[config.mk]
export PLATFORM = sky130hd
export DESIGN_NAME = serial_subtractor_flat
export DESIGN_NICKNAME = d
export VERILOG_FILES = /design/src/rtl/serial_subtractor_if.sv /design/src/rtl/serial_subtractor.sv /design/src/flat_wrapper.sv
export SDC_FILE = /design/constraint.sdc
export NUM_CORES = 1
export LEC_CHECK = 0
export CAP_MARGIN = 20
export CORE_MARGIN = 2
export CORE_UTILIZATION = 36
export CTS_BUF_LIST = sky130_fd_sc_hd__clkbuf_4
export CTS_CLUSTER_SIZE = 16
export DETAILED_ROUTE_END_ITERATION = 12
export PLACE_DENSITY = 0.7
export SLEW_MARGIN = 20
export SYNTH_ARGS = -nofsm -noshare
export SYNTH_HDL_FRONTEND = slang
export SYNTH_SLANG_ARGS = --single-unit
export TNS_END_PERCENT = 20
[constraint.sdc]
create_clock -name i_clk -period 2.6 [get_ports i_clk]
set_clock_uncertainty 0.1 [all_clocks]
set_input_delay 0.52 -clock i_clk [delete_from_list [all_inputs] [get_ports i_clk]]
set_output_delay 0.52 -clock i_clk [all_outputs]
set_load 0.05 [all_outputs]
[src/rtl/serial_subtractor_if.sv]
// Operand/result handshake bundle for the bit-serial subtractor.
// master = upstream/downstream side, slave = the subtractor itself.
interface serial_subtractor_if #(
    parameter int WIDTH = 8
);
    logic             in_valid;
    logic             in_ready;
    logic [WIDTH-1:0] a;
    logic [WIDTH-1:0] b;
    logic             out_valid;
    logic             out_ready;
    logic [WIDTH-1:0] diff;
    logic             borrow_out;
    logic             overflow;
    logic             zero;

    modport master (
        output in_valid, a, b, out_ready,
        input  in_ready, out_valid, diff, borrow_out, overflow, zero
    );

    modport slave (
        input  in_valid, a, b, out_ready,
        output in_ready, out_valid, diff, borrow_out, overflow, zero
    );
endinterface

[src/rtl/serial_subtractor.sv]
// Bit-serial two's-complement subtractor: one difference bit per cycle, LSB first,
// through a single registered borrow; result and flags are registered on the last bit.
//   state  | meaning
//   S_IDLE | waiting for operands, in_ready=1
//   S_BUSY | shifting one bit per cycle through the borrow stage
//   S_DONE | result presented, out_valid=1 until out_ready
module serial_subtractor #(
    parameter int WIDTH = 8
) (
    input  logic                i_clk,
    input  logic                i_rst,
    serial_subtractor_if.slave  bus
);
    localparam int CW = (WIDTH > 2) ? $clog2(WIDTH) : 1;

    typedef enum logic [1:0] {
        S_IDLE = 2'd0,
        S_BUSY = 2'd1,
        S_DONE = 2'd2
    } state_t;

    state_t           r_state;
    state_t           w_next;

    logic [WIDTH-1:0] r_a;
    logic [WIDTH-1:0] r_b;
    logic [WIDTH-1:0] r_res;
    logic             r_br;
    logic [CW-1:0]    r_cnt;
    logic             r_amsb;
    logic             r_bmsb;

    logic [WIDTH-1:0] r_diff;
    logic             r_borrow;
    logic             r_ovf;
    logic             r_zero;

    logic             w_accept;
    logic             w_last;
    logic             w_d;
    logic             w_br_next;
    logic [WIDTH-1:0] w_res_next;

    assign w_accept   = (r_state == S_IDLE) && bus.in_valid && !i_rst;
    assign w_last     = (r_state == S_BUSY) && (r_cnt == CW'(WIDTH - 1));
    assign w_d        = r_a[0] ^ r_b[0] ^ r_br;
    assign w_br_next  = (~r_a[0] & r_b[0]) | (~(r_a[0] ^ r_b[0]) & r_br);
    assign w_res_next = {w_d, r_res[WIDTH-1:1]};

    always_ff @(posedge i_clk) begin
        if (i_rst) begin
            r_state <= S_IDLE;
        end else begin
            r_state <= w_next;
        end
    end

    always_comb begin
        w_next = r_state;
        case (r_state)
            S_IDLE:  if (w_accept)      w_next = S_BUSY;
            S_BUSY:  if (w_last)        w_next = S_DONE;
            S_DONE:  if (bus.out_ready) w_next = S_IDLE;
            default:                    w_next = S_IDLE;
        endcase
    end

    always_comb begin
        bus.in_ready  = (r_state == S_IDLE) && !i_rst;
        bus.out_valid = (r_state == S_DONE);
    end

    // Datapath: the result register only updates on the final bit, so it holds in IDLE/BUSY.
    always_ff @(posedge i_clk) begin
        if (i_rst) begin
            r_a      <= '0;
            r_b      <= '0;
            r_res    <= '0;
            r_br     <= 1'b0;
            r_cnt    <= '0;
            r_amsb   <= 1'b0;
            r_bmsb   <= 1'b0;
            r_diff   <= '0;
            r_borrow <= 1'b0;
            r_ovf    <= 1'b0;
            r_zero   <= 1'b0;
        end else begin
            if (w_accept) begin
                r_a    <= bus.a;
                r_b    <= bus.b;
                r_res  <= '0;
                r_br   <= 1'b0;
                r_cnt  <= '0;
                r_amsb <= bus.a[WIDTH-1];
                r_bmsb <= bus.b[WIDTH-1];
            end else if (r_state == S_BUSY) begin
                r_a   <= r_a >> 1;
                r_b   <= r_b >> 1;
                r_res <= w_res_next;
                r_br  <= w_br_next;
                r_cnt <= r_cnt + CW'(1);
                if (w_last) begin
                    r_diff   <= w_res_next;
                    r_borrow <= w_br_next;
                    r_ovf    <= (r_amsb != r_bmsb) && (w_res_next[WIDTH-1] != r_amsb);
                    r_zero   <= (w_res_next == '0);
                end
            end
        end
    end

    assign bus.diff       = r_diff;
    assign bus.borrow_out = r_borrow;
    assign bus.overflow   = r_ovf;
    assign bus.zero       = r_zero;
endmodule

[src/flat_wrapper.sv]
// flat-port wrapper written by rule: the top's interface ports become plain ports
module serial_subtractor_flat 
#(
    parameter int WIDTH = 8
)
  (i_clk, i_rst, bus_in_valid, bus_a, bus_b, bus_out_ready, bus_in_ready, bus_out_valid, bus_diff, bus_borrow_out, bus_overflow, bus_zero);
  serial_subtractor_if #(.WIDTH(WIDTH)) bus_i ();
  input  logic i_clk;
  input  logic i_rst;
  input wire logic [$bits(bus_i.in_valid)-1:0] bus_in_valid;
  input wire logic [$bits(bus_i.a)-1:0] bus_a;
  input wire logic [$bits(bus_i.b)-1:0] bus_b;
  input wire logic [$bits(bus_i.out_ready)-1:0] bus_out_ready;
  output wire logic [$bits(bus_i.in_ready)-1:0] bus_in_ready;
  output wire logic [$bits(bus_i.out_valid)-1:0] bus_out_valid;
  output wire logic [$bits(bus_i.diff)-1:0] bus_diff;
  output wire logic [$bits(bus_i.borrow_out)-1:0] bus_borrow_out;
  output wire logic [$bits(bus_i.overflow)-1:0] bus_overflow;
  output wire logic [$bits(bus_i.zero)-1:0] bus_zero;
  assign bus_i.in_valid = bus_in_valid;
  assign bus_i.a = bus_a;
  assign bus_i.b = bus_b;
  assign bus_i.out_ready = bus_out_ready;
  assign bus_in_ready = bus_i.in_ready;
  assign bus_out_valid = bus_i.out_valid;
  assign bus_diff = bus_i.diff;
  assign bus_borrow_out = bus_i.borrow_out;
  assign bus_overflow = bus_i.overflow;
  assign bus_zero = bus_i.zero;
  serial_subtractor #(.WIDTH(WIDTH)) u_core (.i_clk(i_clk), .i_rst(i_rst), .bus(bus_i));
endmodule
==> results of run 1 <==
[through the flow]
| stage | hold WS, ps | setup WS (ps) | instance area (µm²) | power [mW] |
|---|---|---|---|---|
| after floorplan | 337 | 401 | 1780 | 0.795 |
| after global placement | 346 | 283 | 2130 | 0.845 |
| after detailed placement | 352 | 259 | 2130 | 0.848 |
| after CTS | 369 | 21.6 | 2180 | 1.16 |
| after global routing | 388 | 293 | 2180 | 1.20 |
| final | 363 | 430 | 2180 | 1.15 |
[power by group]
part	total, mW	switching, mW	internal (mW)
Combinational	0.149	0.0774	0.0720
Clock	0.314	0.202	0.112
Sequential	0.684	0.0166	0.667
Total	1.15	0.296	0.851
[final cells by class]
cell class	instances	area, µm²	share of cell area [%]
flip-flops and latches	42	841	38.5
multi-input cells	146	822	37.7
repair buffers	37	370	17.0
well taps	67	83.8	3.84
clock buffers	6	45.0	2.06
inverters	3	11.3	0.516
clock inverters	2	8.76	0.401
[cell usage in the layout, fill, tap and decap left out, drive strengths merged, types with 2 or more instances in the layout]
master,netlist,routed
clkdlybuf4s50,0,30
nor4,2,2
dfxtp,42,42
a211oi,17,17
ha,2,2
clkinv,0,2
inv,3,3
nor2,20,20
nor3,4,4
and3b,2,2
nand2,49,49
nand2b,2,2
a21oi,34,34
clkbuf,6,6
a22o,4,4
buf,11,6
[cell usage after synthesis (all sizes together), types with 2 or more instances]
master / n
a211oi: 17
dfxtp: 42
a22o: 4
nor3: 4
nand2: 49
inv: 3
and3b: 2
nand2b: 2
nor4: 2
nor2: 20
a21oi: 34
clkbuf: 6
buf: 11
ha: 2
[metal layers]
metal	GRT usage, %	part of all wire (%)	vias up
li1	-	-	764
met1	18.6	47	687
met2	23.8	47	31
met3	3.66	4.6	6
met4	5.16	1.6	0
met5	0	0	-
[state kept, by name (all words and copies together), names as in the netlist]
register,count
u_core.r_state,2
u_core.bus.zero,1
u_core.r_cnt,3
u_core.r_bmsb,1
u_core.r_amsb,1
u_core.r_a,8
u_core.bus.diff,8
u_core.r_b,8
u_core.r_br,1
u_core.bus.borrow_out,1
u_core.bus.overflow,1
u_core.r_res,7
[worst max-delay path by stage]
stage	end	start	slack [ps]
finish	bus_out_valid	u_core.r_state[1]	430
global route	bus_out_valid	u_core.r_state[1]	290
CTS	bus_out_valid	u_core.r_state[1]	20
detailed placement	u_core.r_b[6]	bus_in_valid	260
global placement	u_core.r_b[6]	bus_in_valid	280
floorplan	bus_in_ready	i_rst	400
[repair_timing]
item,CTS,global route
endpoints found under the setup margin,0,1
setup buffers,0,0
hold buffers,0,0
gates resized for setup,0,1
[cells by family (layout without fill, tap and decap cells)]
logic type | Yosys count | count (layout) | share of synthesized area (%)
compound gates | 56 | 56 | 20.9
xor+xnor | 1 | 1 | 0.493
fa+ha+maj | 3 | 3 | 2.54
buf+inv | 20 | 48 | 6.62
flops | 42 | 42 | 47.4
mux | 1 | 1 | 0.564
simple gates | 85 | 85 | 21.6
[worst min-delay path: stages, from the launching register on]
cell and delay (ps):
dfxtp_1 330, nand2_1 50, a21oi_1 50
==> summary.txt, run 1 <==
Power and ir drop
  • Pwr Density: 526 mW/mm²
  • Peak ir drop on the vdd network: 0.167 mV
  • Leakage: 0.766 nW

Timing
  • Fin crit share: 83.5%
  • Worst-margin pin slew: 706 ps
  • Worst slew margin: 52.9%
  • Setup violations, final: 0
  • Hold violation count in the final report: 0
  • Setup repair after global routing missed its margin: false
  • Number of pins exceeding their max-slew limit in the final report: 0
  • Final total negative setup slack: 0 ps
  • Min Clock Period, post-route: 2170 ps
  • Maximum operating frequency: 0.461 GHz

Worst setup path
  • Reg-to-Reg Start: u_core.r_state[0]
  • Type of the setup path with the least slack: reg2out
  • Worst reg2reg path depth: 4
  • Maximum fanout along the worst path: 10
  • Arrival time at the worst endpoint: 1550 ps
  • Cell family with the largest share of critical-path delay: flip-flops
  • Combined buffer and inverter count along the critical path: 1
  • CP startpoint kind: register
  • R2R setup slack: 740 ps
  • CP endpoint kind: output pin
  • Cells traversed along the worst timing path: nor2b_1 > dlymetal6s2s_1
  • Library cell contributing the largest single delay on the critical path: dfxtp_1
  • Worst R2R End: u_core.r_res[2]
  • Slowest stage delay, CP: 560 ps
  • Required time of the worst setup path: 1980 ps
  • Instance count on the critical path: 2

Yosys
  • Flip-flop cell with the highest count after synthesis: dfxtp_1
  • Synth cell types: 29
  • Synth Net Count: 231
  • Most area-consuming cells after synthesis: dfxtp_1, nand2_1, a21oi_1
  • Sequential cell area fraction in the yosys report: 47.4%
  • Count of warnings emitted by yosys: 0
  • Post-synth top area cell: dfxtp_1
  • Flop and latch count out of synthesis: 42
  • Count of flip-flops with a built-in enable after synthesis: 0
  • Cell Area, Synth: 0.00178 mm²
  • Avg Cell Area, Syn: 8.54 µm²
  • Synthesized netlist cell count: 208
  • Area share of the largest cell type after synthesis: 47.4%
  • Share of synthesized registers carrying an async set or reset: 0%

Clock network
  • Maximum root-to-sink buffer count: 2
  • Clock H-tree levels: 2
  • TritonCTS clock tree: built
  • Clock Pin Slew Worst Setup and Hold Paths: 110 ps
  • TritonCTS Buffers: 5
  • Source-to-sink clock delay at the later pin of the worst-skew pair: 350 ps
  • Clk sinks: 42
  • Library cell used as clock root buffer: clkbuf_4

Detailed routing
  • Number of detailed-routing iterations run before antenna repair: 4
  • Vias after detailed routing: 1488
  • Detailed-route DRC error count: 0
  • Via density per instance: 4.91
  • Initial drt markers: 87
  • Remaining antenna violation count after routing: 0
  • Total wire length: 3650 µm
  • Average wire per standard cell: 12.0 µm

Die
  • Boundary pin count: 33
  • Overall die height: 74.2 µm
  • Standard-cell rows: 25
  • Full die area: 0.00551 mm²
  • Width of the die: 74.2 µm
  • Core Region: 0.00475 mm²
  • Starting utilization of the core area: 37.3%

Layout
  • Fraction of final layout cells sized beyond drive strength 1: 9.32%
  • Antenna diode count: 0
  • Finished Layout Cells: 303
  • Final core utilization: 45.9%
  • Area grow syn2layout: 22.9%
  • Post-layout net count: 258
  • Fillers: 477

Min path
  • Class of the worst hold path: reg2reg
  • Hold wc startpoint: u_core.bus.diff[2]
  • Hold path cells: 2
  • Endpoint, Worst Hold: u_core.bus.diff[2]

Status
  • Outcome: finished clean

Global route
  • Overflow left after global routing: 0
  • Maximum number of pins on one net before global-route repair: 31
  • Initial antenna violation count: 0
  • Number of global-route vias before repair: 1418
  • GRT Resource Usage Total: 14.5%
  • Global-route wire length before repair: 6250 µm

Placement
  • Count of placed standard cells including taps: 295
  • DPL Wire Length: 2560 µm
  • Number of I/O port buffers: 32
  • RePlAce Congestion: 0.761

Run
  • Maximum Capacitance Violations: 0
No activity file was read; power rests on OpenSTA's default activity.
==> inputs of run 2 (changes only) <==
clock period = 2.15 ns   (was 2.6 ns; I/O delays follow)
==> run 2 against run 1 <==
  * Core utilization is 1.4 points higher
  * Worst hold slack worse by 1.5 ps
  * Sequential power increased by 21%
  * Sequential cell count unchanged
  * Cell area grew 3.1%
  * Count of clock-buffer cells in the layout fell by 1
  * Non-clock buffer count is 4 higher
  * Cell count grew 0.99%
==> summary.txt, run 2 (synthesized netlist as in run 1, its figures left out) <==
Status
  • Outcome: finished clean (unchanged)

Clock network
  • Maximum root-to-sink buffer count: 2 (unchanged)
  • PostCTS Resize Cnt: 0 (unchanged)
  • Count of hold-fix buffers inserted at cts: 0 (unchanged)
  • Clk sinks: 42 (unchanged)
  • TritonCTS Buffers: 5 (unchanged)
  • Clock H-tree levels: 2 (unchanged)
  • Library cell used as clock root buffer: clkbuf_4 (unchanged)
  • TritonCTS clock tree: built (unchanged)
  • Source-to-sink clock delay at the later pin of the worst-skew pair: 350 ps (about the same)
  • Clock Pin Slew Worst Setup and Hold Paths: 110 ps (about the same)
  • Count of buffers added by post-CTS timing repair for setup: 0 (unchanged)

Layout
  • Fraction of final layout cells sized beyond drive strength 1: 10.9% (was 9.32%)
  • Most common cell after layout, fill and taps aside: nand2_1 (unchanged)
  • Post-layout net count: 262 (was 258)
  • Post-layout instance area: 0.00225 mm² (was 0.00218 mm²)
  • Most frequent cells in the layout: nand2_1, dfxtp_1, a21oi_1 (unchanged)
  • Antenna diode count: 0 (unchanged)
  • Fillers: 478 (was 477)
  • Area grow syn2layout: 26.7% (was 22.9%)

Die
  • Boundary pin count: 33 (unchanged)
  • Core Region: 0.00475 mm² (unchanged)
  • Full die area: 0.00551 mm² (unchanged)
  • Width of the die: 74.2 µm (unchanged)
  • Standard-cell rows: 25 (unchanged)
  • Overall die height: 74.2 µm (unchanged)
  • Starting utilization of the core area: 37.3% (unchanged)

Detailed routing
  • Initial drt markers: 114 (was 87)
  • Detailed-route DRC error count: 0 (unchanged)
  • Number of detailed-routing iterations run before antenna repair: 4 (unchanged)
  • Vias after detailed routing: 1485 (was 1488)
  • Total wire length: 3570 µm (was 3650 µm)
  • Remaining antenna violation count after routing: 0 (unchanged)
  • Average wire per standard cell: 11.7 µm (was 12.0 µm)
  • Via density per instance: 4.85 (was 4.91)

Power and ir drop
  • Peak ir drop on the vdd network: 0.260 mV (was 0.167 mV)
  • Leakage: 0.779 nW (was 0.766 nW)
  • Pwr Density: 660 mW/mm² (was 526 mW/mm²)

Timing
  • Fin crit share: 95.1%
  • Final Hold Slack: 362 ps (was 363 ps)
  • Maximum operating frequency: 0.489 GHz
  • Final total negative setup slack: 0 ps (unchanged)
  • Number of pins exceeding their max-slew limit in the final report: 0 (unchanged)
  • Worst-margin pin slew: 560 ps (was 706 ps)
  • Worst slew margin: 62.7% (was 52.9%)
  • Hold violation count in the final report: 0 (unchanged)
  • Min Clock Period, post-route: 2040 ps
  • Setup violations, final: 0 (unchanged)
  • Setup repair after global routing missed its margin: false (unchanged)

Global route
  • Overflow left after global routing: 0 (unchanged)
  • GRT Resource Usage Total: 14.1% (was 14.5%)
  • Global-route wire length before repair: 5950 µm (was 6250 µm)
  • Maximum number of pins on one net before global-route repair: 20 (was 31)
  • Initial antenna violation count: 0 (unchanged)
  • Number of global-route vias before repair: 1335 (was 1418)

Placement
  • RePlAce Congestion: 0.795 (was 0.761)
  • Number of I/O port buffers: 32 (unchanged)
  • Instance area at placement: 0.00218 mm² (was 0.00213 mm²)
  • DPL Wire Length: 2480 µm (was 2560 µm)

Run
  • Maximum Capacitance Violations: 0 (unchanged)

Worst setup path
  • CP startpoint kind: register (unchanged)
  • Arrival time at the worst endpoint: 1510 ps (was 1550 ps)
  • CP endpoint kind: output pin (unchanged)
  • Slowest stage delay, CP: 810 ps (was 560 ps)
  • Maximum fanout along the worst path: 2 (was 10)
  • Required time of the worst setup path: 1620 ps (was 1980 ps)
  • Combined buffer and inverter count along the critical path: 1 (unchanged)
  • Type of the setup path with the least slack: reg2out (unchanged)
  • Cell family with the largest share of critical-path delay: buffers and inverters (was flip-flops)
  • Cells traversed along the worst timing path: clkdlybuf4s50_1 (was nor2b_1 > dlymetal6s2s_1)
  • Library cell contributing the largest single delay on the critical path: clkdlybuf4s50_1 (was dfxtp_1)

Min path
  • Class of the worst hold path: reg2reg (unchanged)
## run 2: cell count changes in the layout (fill, tap and decap cells not counted)
cell	previous run	this run
buf_4	5	8
buf_12	1	3
dlymetal6s2s_1	1	0
bufinv_16	0	1
clkbuf_4	6	5
clkinv_2	1	0
## run 2: final cells by class
type | count | area, µm² | area share (%)
clock buffers | 5 | 37.5 | 1.67
multi-input cells | 146 | 822 | 36.5
inverters | 3 | 11.3 | 0.501
well taps | 67 | 83.8 | 3.73
flip-flops and latches | 42 | 841 | 37.4
repair buffers | 41 | 420 | 18.7
clock inverters | 2 | 33.8 | 1.50
## run 2: metal layers
| layer | routed length [µm] | part of all wire [%] | global-route usage, % |
|---|---|---|---|
| met5 | 0 | 0 | 0 |
| met4 | 78 | 2.2 | 6.55 |
| met3 | 138 | 3.9 | 3.66 |
| met2 | 1550 | 43 | 21.2 |
| met1 | 1800 | 50 | 18.9 |
## run 2: path summary, 6_finish.rpt
kind,from,endpoint,slack (ps),depth (start not counted)
worst max-delay path,u_core.bus.diff[4],bus_diff[4],110,1
worst min-delay path,u_core.bus.diff[2],u_core.bus.diff[2],360,2
worst max register to register,u_core.r_b[0],u_core.bus.overflow,420,5
worst min register to register,u_core.bus.diff[2],u_core.bus.diff[2],360,2
## run 2: where the power goes
group	total [mW]	leakage, nW	internal [mW]	switching, mW
Clock	0.470	0.0387	0.235	0.235
Sequential	0.827	0.342	0.807	0.0203
Combinational	0.187	0.399	0.0933	0.0938
## run 2: stage by stage
step | setup slack (ps) | total power [mW] | instances | utilization (%)
2_1_floorplan | 131 | 0.961 | 208 | -
3_3_place_gp | 136 | 1.03 | 299 | 45.8
3_5_place_dp | 105 | 1.03 | 299 | 45.8
4_1_cts | 90.1 | 1.51 | 306 | 47.3
5_1_grt | 57.4 | 1.56 | 306 | 47.3
6_report | 106 | 1.48 | 306 | 47.3
==> inputs of run 3 (changes only) <==
GPL_TIMING_DRIVEN = 0   (was unset)
MAX_ROUTING_LAYER = met4   (was unset)
clock period = 2.3 ns   (was 2.15 ns; I/O delays follow)
==> run 3 against run 2 <==
  * Non-clock buffer count up 7
  * Wire length increased by 3.1%
  * Cell area fell by 1.0%
  * Register-to-register slack improved by 190 ps
  * Sequential cell count unchanged
  * Sequential share of layout area increased by 0.38 points
  * Cell count rose by 2.6%
  * Largest cell class unchanged
  * Total power down 12%
==> summary.txt, run 3 (synthesized netlist as in run 1, its figures left out) <==
Power and ir drop
  • Peak ir drop on the vdd network: 0.189 mV (was 0.260 mV)
  • Pwr Density: 586 mW/mm² (was 660 mW/mm²)
  • Leakage: 0.782 nW (was 0.779 nW)
  • Tot Pwr: 1.30 mW (was 1.48 mW)

Clock network
  • TritonCTS clock tree: built (unchanged)
  • PostCTS Resize Cnt: 3 (was 0)
  • Clock H-tree levels: 2 (unchanged)
  • Source-to-sink clock delay at the later pin of the worst-skew pair: 360 ps (was 350 ps)
  • Count of buffers added by post-CTS timing repair for setup: 0 (unchanged)
  • Clk sinks: 42 (unchanged)
  • Count of hold-fix buffers inserted at cts: 0 (unchanged)
  • Library cell used as clock root buffer: clkbuf_4 (unchanged)
  • Clock Pin Slew Worst Setup and Hold Paths: 130 ps (was 110 ps)
  • TritonCTS Buffers: 5 (unchanged)
  • Maximum root-to-sink buffer count: 2 (unchanged)

Die
  • Starting utilization of the core area: 37.3% (unchanged)
  • Width of the die: 74.2 µm (unchanged)
  • Overall die height: 74.2 µm (unchanged)
  • Boundary pin count: 33 (unchanged)
  • Standard-cell rows: 25 (unchanged)
  • Full die area: 0.00551 mm² (unchanged)
  • Core Region: 0.00475 mm² (unchanged)

Detailed routing
  • Initial drt markers: 80 (was 114)
  • Vias after detailed routing: 1508 (was 1485)
  • Number of detailed-routing iterations run before antenna repair: 4 (unchanged)
  • Remaining antenna violation count after routing: 0 (unchanged)
  • Total wire length: 3680 µm (was 3570 µm)
  • Detailed-route DRC error count: 0 (unchanged)
  • Average wire per standard cell: 11.7 µm (about the same)
  • Via density per instance: 4.80 (was 4.85)

Worst setup path
  • Slowest stage delay, CP: 540 ps (was 810 ps)
  • CP startpoint kind: input pin (was register)
  • Library cell contributing the largest single delay on the critical path: dlygate4sd2_1 (was clkdlybuf4s50_1)
  • Maximum fanout along the worst path: 10 (was 2)
  • CP endpoint kind: output pin (unchanged)
  • Type of the setup path with the least slack: in2out (was reg2out)
  • Arrival time at the worst endpoint: 1580 ps (was 1510 ps)
  • Cells traversed along the worst timing path: clkbuf_1 > clkbuf_2 > nor3_2 > dlygate4sd2_1 (was clkdlybuf4s50_1)
  • Required time of the worst setup path: 1740 ps (was 1620 ps)

Layout
  • Most frequent cells in the layout: nand2_1, dfxtp_1, a21oi_1 (unchanged)
  • Antenna diode count: 0 (unchanged)
  • Fraction of final layout cells sized beyond drive strength 1: 10.9% (about the same)
  • Area grow syn2layout: 25.4% (was 26.7%)
  • Fillers: 497 (was 478)
  • Post-layout net count: 269 (was 262)
  • Most common cell after layout, fill and taps aside: nand2_1 (unchanged)

Placement
  • Post-Place Worst Slack: -303 ps (was 105 ps)
  • RePlAce Congestion: 0.747 (was 0.795)
  • DPL Wire Length: 2630 µm (was 2480 µm)
  • Number of I/O port buffers: 31 (was 32)

Global route
  • Maximum number of pins on one net before global-route repair: 13 (was 20)
  • Global-route wire length before repair: 6390 µm (was 5950 µm)
  • Number of global-route vias before repair: 1418 (was 1335)
  • GRT Resource Usage Total: 15.8% (was 14.1%)
  • Initial antenna violation count: 0 (unchanged)
  • Overflow left after global routing: 0 (unchanged)

Timing
  • Hold violation count in the final report: 0 (unchanged)
  • Setup violations, final: 0 (unchanged)
  • Number of pins exceeding their max-slew limit in the final report: 0 (unchanged)
  • Fin crit share: 92.9%
  • Min Clock Period, post-route: 2140 ps
  • Maximum operating frequency: 0.468 GHz
  • Worst slew margin: 60.8% (was 62.7%)
  • Fin worst setup slack: 163 ps (was 106 ps)
  • Final Hold Slack: 363 ps (was 362 ps)
  • Setup repair after global routing missed its margin: false (unchanged)
  • Worst-margin pin slew: 586 ps (was 560 ps)

Min path
  • Class of the worst hold path: reg2reg (unchanged)

Run
  • Maximum Capacitance Violations: 0 (unchanged)

Status
  • Outcome: finished clean (unchanged)
-- run 3: routing by layer --
metal	routed length, µm	share of wire (%)	global-route usage [%]
met1	1790	49	20.1
met2	1640	45	23.4
met5	0	0	-
met4	80	2.2	5.95
met3	166	4.5	5.01
-- run 3: power by group --
group / leakage, nW / total [mW] / internal [mW] / switching, mW
logic: 0.407 / 0.175 / 0.0838 / 0.0910
clock network: 0.0331 / 0.361 / 0.127 / 0.234
registers: 0.342 / 0.769 / 0.754 / 0.0152
-- run 3: worst max-delay path: cells and delay by family --
| family | cells | cell delay (ps) |
|---|---|---|
| buffers and inverters | 3 | 980 |
| AND/OR/NAND/NOR | 1 | 140 |
-- run 3: through the flow --
step / area, µm² / std cells / setup TNS, ps / utilization (%)
floorplan: 1780 / 208 / 0 / -
global placement: 2170 / 306 / -304 / 45.7
detailed placement: 2170 / 306 / -303 / 45.7
CTS: 2230 / 314 / 0 / 46.8
global route: 2230 / 314 / 0 / 46.8
finish: 2230 / 314 / 0 / 46.8
-- run 3: final cells by class --
class,count,area [µm²],area share [%]
Buffer,17,108,4.83
Clock buffer,6,45.0,2.02
Clock inverter,2,8.76,0.393
Inverter,3,11.3,0.506
Multi-Input combinational cell,146,822,36.9
Sequential cell,42,841,37.8
Tap cell,67,83.8,3.76
Timing Repair Buffer,31,308,13.8
-- run 3: path summary, 6_finish.rpt --
check	end	slack, ps	startpoint	cells after the start
min reg2reg	u_core.bus.diff[0]	360	u_core.bus.diff[0]	2
max reg2reg	u_core.r_b[4]	610	u_core.r_state[0]	5
min	u_core.bus.diff[0]	360	u_core.bus.diff[0]	2
max	bus_in_ready	160	i_rst	4
